### config.mk
export PLATFORM = sky130hd
export DESIGN_NAME = dmem_arbiter
export DESIGN_NICKNAME = d
export VERILOG_FILES = /design/src/rtl/dmem_arb_pkg.sv /design/src/rtl/arb_streak_counter.sv /design/src/rtl/dmem_arbiter.sv
export SDC_FILE = /design/constraint.sdc
export NUM_CORES = 1
export LEC_CHECK = 0
export ABC_AREA = 1
export CAP_MARGIN = 30
export CORE_AREA = 2 2 118 120
export CTS_CLUSTER_DIAMETER = 100
export CTS_CLUSTER_SIZE = 16
export DETAILED_ROUTE_END_ITERATION = 7
export DIE_AREA = 0 0 120 122
export PLACE_DENSITY_LB_ADDON = 0.05
export RECOVER_POWER = 25
export SLEW_MARGIN = 20
export SYNTH_ARGS = -nofsm -noshare
export SYNTH_HDL_FRONTEND = slang
export SYNTH_SLANG_ARGS = --single-unit
### constraint.sdc
create_clock -name clock -period 1.7 [get_ports clock]
set_input_delay 0.34 -clock clock [delete_from_list [all_inputs] [get_ports clock]]
set_output_delay 0.34 -clock clock [all_outputs]
set_load 0.005 [all_outputs]
### src/rtl/dmem_arb_pkg.sv
// Shared types for the data-memory port arbiter.
// Owner codes, burst FSM states and the IO select bit.
package dmem_arb_pkg;

  typedef enum logic [1:0] {
    OWN_NONE = 2'd0,
    OWN_CPU  = 2'd1,
    OWN_DMA  = 2'd2
  } owner_t;

  typedef enum logic {
    ST_ARB   = 1'b0,
    ST_BURST = 1'b1
  } arb_state_t;

  localparam int IO_SEL_BIT = 7;

  function automatic int cnt_width(input int lim);
    return (lim < 2) ? 1 : $clog2(lim + 1);
  endfunction

endpackage

### src/rtl/arb_streak_counter.sv
// Saturating counter shared by the CPU streak and DMA burst beats.
// Up: sat at LIMIT. Down: sat flags the final remaining unit.
module arb_streak_counter
  import dmem_arb_pkg::*;
#(
  parameter int LIMIT = 4,
  parameter bit DOWN  = 1'b0,
  localparam int W    = cnt_width(LIMIT)
) (
  input  logic         clock,
  input  logic         reset,
  input  logic         inc,
  input  logic         clr,
  input  logic         load,
  input  logic [W-1:0] load_val,
  output logic         sat
);

  localparam logic [W-1:0] LIM = W'(LIMIT);

  logic [W-1:0] cnt_q;
  logic         at_top;
  logic         at_one;

  assign at_top = (cnt_q == LIM);
  assign at_one = (cnt_q == W'(1));
  assign sat    = DOWN ? at_one : at_top;

  always_ff @(posedge clock) begin
    if (reset || clr) begin
      cnt_q <= '0;
    end else if (load) begin
      cnt_q <= load_val;
    end else if (inc) begin
      if (DOWN && cnt_q != '0)
        cnt_q <= cnt_q - 1'b1;
      else if (!DOWN && !at_top)
        cnt_q <= cnt_q + 1'b1;
    end
  end

endmodule

### src/rtl/dmem_arbiter.sv
// CPU/DMA arbiter for the shared data-memory/IO port.
// Define DMEM_ARB_BURST_EN for multi-beat DMA bursts.
module dmem_arbiter
  import dmem_arb_pkg::*;
#(
  parameter int MAX_CPU_STREAK = 4,
  parameter int DMA_IO_ALLOW   = 0,
  parameter int BURST_LEN      = 4
) (
  input  logic        clock,
  input  logic        reset,
  input  logic        cpu_req,
  input  logic        cpu_we,
  input  logic [31:0] cpu_addr,
  input  logic [31:0] cpu_wdata,
  output logic [31:0] cpu_rdata,
  output logic        cpu_stall,
  input  logic        dma_req,
  input  logic        dma_we,
  input  logic [31:0] dma_addr,
  input  logic [31:0] dma_wdata,
  output logic        dma_gnt,
  output logic [31:0] dma_rdata,
  output logic        dma_err,
  output logic        mem_we,
  output logic [31:0] mem_addr,
  output logic [31:0] mem_datain,
  input  logic [31:0] mem_dataout,
  output logic [1:0]  owner
);

  localparam int SW = cnt_width(MAX_CPU_STREAK);

  owner_t gnt;
  owner_t owner_q;
  logic   cpu_g;
  logic   dma_g;
  logic   in_burst;
  logic   dma_blk;
  logic   streak_sat;

  assign dma_blk = (DMA_IO_ALLOW == 0) && dma_addr[IO_SEL_BIT];
  assign cpu_g   = (gnt == OWN_CPU);
  assign dma_g   = (gnt == OWN_DMA);
  assign owner   = owner_q;

  arb_streak_counter #(
    .LIMIT (MAX_CPU_STREAK),
    .DOWN  (1'b0)
  ) u_streak (
    .clock    (clock),
    .reset    (reset),
    .inc      (cpu_g && dma_req),
    .clr      (dma_g || !dma_req),
    .load     (1'b0),
    .load_val ({SW{1'b0}}),
    .sat      (streak_sat)
  );

`ifdef DMEM_ARB_BURST_EN
  localparam int BW = cnt_width(BURST_LEN - 1);

  arb_state_t state_q;
  arb_state_t state_d;
  logic       beat_last;

  arb_streak_counter #(
    .LIMIT (BURST_LEN - 1),
    .DOWN  (1'b1)
  ) u_beat (
    .clock    (clock),
    .reset    (reset),
    .inc      (dma_g && in_burst),
    .clr      (1'b0),
    .load     (dma_g && !in_burst),
    .load_val (BW'(BURST_LEN - 1)),
    .sat      (beat_last)
  );

  always_ff @(posedge clock) begin
    if (reset) state_q <= ST_ARB;
    else       state_q <= state_d;
  end

  // In BURST a low dma_req is never a granted beat, so it always exits
  always_comb begin
    state_d = state_q;
    unique case (state_q)
      ST_ARB:   if (dma_g) state_d = ST_BURST;
      ST_BURST: if (!dma_req || beat_last) state_d = ST_ARB;
    endcase
  end

  assign in_burst = (state_q == ST_BURST);
`else
  assign in_burst = 1'b0;
`endif

  always_comb begin
    gnt = OWN_NONE;
    if (in_burst) begin
      if (dma_req)      gnt = OWN_DMA;
      else if (cpu_req) gnt = OWN_CPU;
    end else if (cpu_req && !(dma_req && streak_sat)) begin
      gnt = OWN_CPU;
    end else if (dma_req) begin
      gnt = OWN_DMA;
    end
  end

  always_comb begin
    mem_we     = 1'b0;
    mem_addr   = '0;
    mem_datain = '0;
    cpu_rdata  = '0;
    cpu_stall  = 1'b0;
    dma_gnt    = 1'b0;
    dma_rdata  = '0;
    dma_err    = 1'b0;
    unique case (1'b1)
      cpu_g: begin
        mem_we     = cpu_we;
        mem_addr   = cpu_addr;
        mem_datain = cpu_wdata;
        cpu_rdata  = mem_dataout;
      end
      dma_g: begin
        mem_we     = dma_we && !dma_blk;
        mem_addr   = dma_addr;
        mem_datain = dma_wdata;
        dma_gnt    = 1'b1;
        dma_rdata  = dma_blk ? '0 : mem_dataout;
        dma_err    = dma_blk;
        cpu_stall  = cpu_req;
      end
      default: ;
    endcase
  end

  always_ff @(posedge clock) begin
    if (reset) owner_q <= OWN_NONE;
    else       owner_q <= gnt;
  end

endmodule

==> run metrics <==
register cell area after layout ~100 sq um; area taken by multi-input logic gates 1980 sq um; CTS H-tree depth 1; Final Max Slew Viols 0; Cells after DPL between 800 and 900; weighted congestion reported at the end of routability-driven placement about 0.77; pin count of the biggest net entering global routing 36; routed wirelength normalized by instance count around 16 um; number of nets with antenna violations after routing 0; violated checks negative setup slack; proportion of synthesized chip area in sequential cells 0.0558; number of warnings reported in the yosys synthesis log 0; antenna violations before repair 0; post-route fraction of the period consumed by the critical path 1.18; startpoint class of the critical path register; post-synthesis share of cell area spent on xor and xnor gates 0.00488; final standard cell utilization of the core 0.474; Highest Clock Rate about 500 MHz; Die Y around 120 um; gr ovfl total 0; area of the die around 15000 sq um; number of hold-slack violations in the final timing report 0; number of global-route vias before repair 3900; run status finished with violations; clock latency at the later pin of the worst-skew pair ~0.23 ns; total power draw between 1.5 and 2 mW; count of nets after finishing about 930; simple logic cell fraction of the synthesized area 0.679; final-layout worst hold slack 0.504 ns; total CTS buffers 3; Place WS -0.750 ns; main combinational cell family by area after synthesis simple AND/OR/NAND/NOR gates; effective utilization at floorplan 0.133; unrepaired setup endpoints after global routing true; Final Worst Setup Slack -0.305 ns; capturing element type of the critical path output port; critical path data arrival time between 1.5 and 2 ns; Yosys reg bits 5; top-area cell type share of the netlist area 0.345; clock period minus worst slack 2.01 ns; ratio of total power to cell area a little under 300 nW/um^2; first-pass GRT wire length 21.4 mm; Post-Syn Instances around 420; Post-Layout Inst Area approximately 6400 sq um; number of vias after detailed routing about 4000; total global-route track usage 0.186; area of the mapped netlist around 1800 sq um; CTS clk-pin slew, worst paths 0.03 ns; largest driver fanout on the critical path 7; count of unique library cells instantiated by Yosys 13; cell taking the most area after synthesis nand2_1; portion of netlist area occupied by mux cells 0; post-detailed-route DRC marker count 0; Max-Cap Viols 0; wire length after detailed routing 14.8 mm; Antenna Cells 0; area delta synth->final 257%; drt first-iter violations roughly 80; share of layout cells above drive strength 1 0.502; Worst Setup Path Type reg2out; post-DP HPWL 9.74 mm; final setup violation count 132; number of buffer cells added on primary ports roughly 300; hold-fix buffers at CTS 0; Die Width ~120 um; Avg Vias per Cell about 4.1; maximum clock path buffer count 2; net count after synthesis slightly below 600; clk sinks 5; Initial DRT Pass Iterations 5; Avg Inst Size Synth 4.31 sq um; total negative slack -28.12 ns; maximum VDD drop 0.154 mV; slew at the pin closest to its max-slew limit 0.234 ns; main area contributors after synthesis nand2_1, nand3_1, inv_1; synthesized-area fraction occupied by ao, oa, aoi and oai cells 0.00907; setup slack of the worst register-to-register path between 0.3 and 0.4 ns; fillers approximately 1400; floorplan core area 13500 sq um; required time of the critical path between 1 and 1.5 ns; Max-Slew Margin vs Limit 0.843; master cell of the clock root buffer clkbuf_16; Top-Level Pins 300; total number of placement rows between 40 and 50; Non-Filler Instances between 900 and 1000; final setup skew 0.00299 ns; class of the tightest hold or removal check reg2reg; post-place instance area roughly 5200 sq um; clock tree from TritonCTS done; adder-cell area share of the yosys netlist 0.0139; leakage dissipation about 3.6 nW
-- power breakdown --
group / internal (mW) / switching (mW) / total [mW]
sequential: 0.122 / 0.00137 / 0.123
combinational: 0.842 / 0.555 / 1.40
clock: 0.310 / 0.0713 / 0.382
-- synthesized netlist by cell type --
master and count:
buf_1 4, ha_1 2, xnor2_1 1, dfxtp_1 5, a21oi_4 1, nand4_1 1, nor2_1 70, clkbuf_1 9
buf_4 3, nand3_1 66, inv_1 73, nand2_1 165, buf_2 16
-- metal layers --
metal  vias to the layer above  routed length [um]  track usage  share of wire
met1                      1787                5540        0.207           0.38
li1                       1921                   -            -              -
met2                       186                7830        0.362           0.53
met4                         0                 178       0.0353          0.012
met5                         -                   0            0              0
met3                        12                1220       0.0412          0.082
-- worst paths after layout --
path	endpoint	from	depth (start not counted)
setup / recovery	mem_datain[30]	u_streak.cnt_q[0]	11
hold / removal	u_streak.cnt_q[0]	u_streak.cnt_q[0]	2
hold reg to reg	u_streak.cnt_q[0]	u_streak.cnt_q[0]	2
setup reg to reg	owner[1]	u_streak.cnt_q[0]	10
-- layout make-up --
type                    count  share of cell area
repair buffers            377               0.584
multi-input cells         306               0.310
inverters                  73              0.0428
well taps                 180              0.0351
flip-flops and latches      5              0.0160
clock buffers               4              0.0123
-- critical path, stage by stage (launching register included) --
cell and delay [ns]:
dfxtp_2 0.31, inv_2 0.06, ha_4 0.14, nand2_4 0.05
a21oi_4 0.17, buf_12 0.13, buf_12 0.12, buf_8 0.12
buf_12 0.13, nand2_2 0.04, nand2_1 0.05, buf_2 0.10
-- state kept, by name (all words and copies together) (netlist names) --
| name | count |
|---|---|
| owner | 2 |
| u_streak.cnt_q | 3 |
-- timing repair --
| action | 4_1_cts | 5_1_grt |
|---|---|---|
| resized for setup | 695 | 167 |
| pin swaps | 7 | 6 |
| setup buffers | 40 | 11 |
| gates cloned | 15 | 2 |
| setup endpoints to repair | 132 | 132 |
| endpoints found under the hold margin | 0 | 0 |
-- cell usage in the layout, fill, tap and decap left out, drive strengths merged --
cell and count:
clkbuf 6, inv 73, nand4 1, buf 209
nor2 70, dfxtp 5, nand2 165, xnor2 1
ha 2, a21oi 1, nand3 66, clkdlybuf4s50 165
dlygate4sd2 1
-- kinds of logic (layout without fill, tap and decap cells) --
group,Yosys count,in the layout
xor gates and xnor gates,1,1
and+or+nand+nor,302,302
AOI/OAI and AO/OA,1,1
buffers and inverters,105,454
adders and majority gates,2,2
DFF,5,5
No activity file was read; power rests on OpenSTA's default activity.
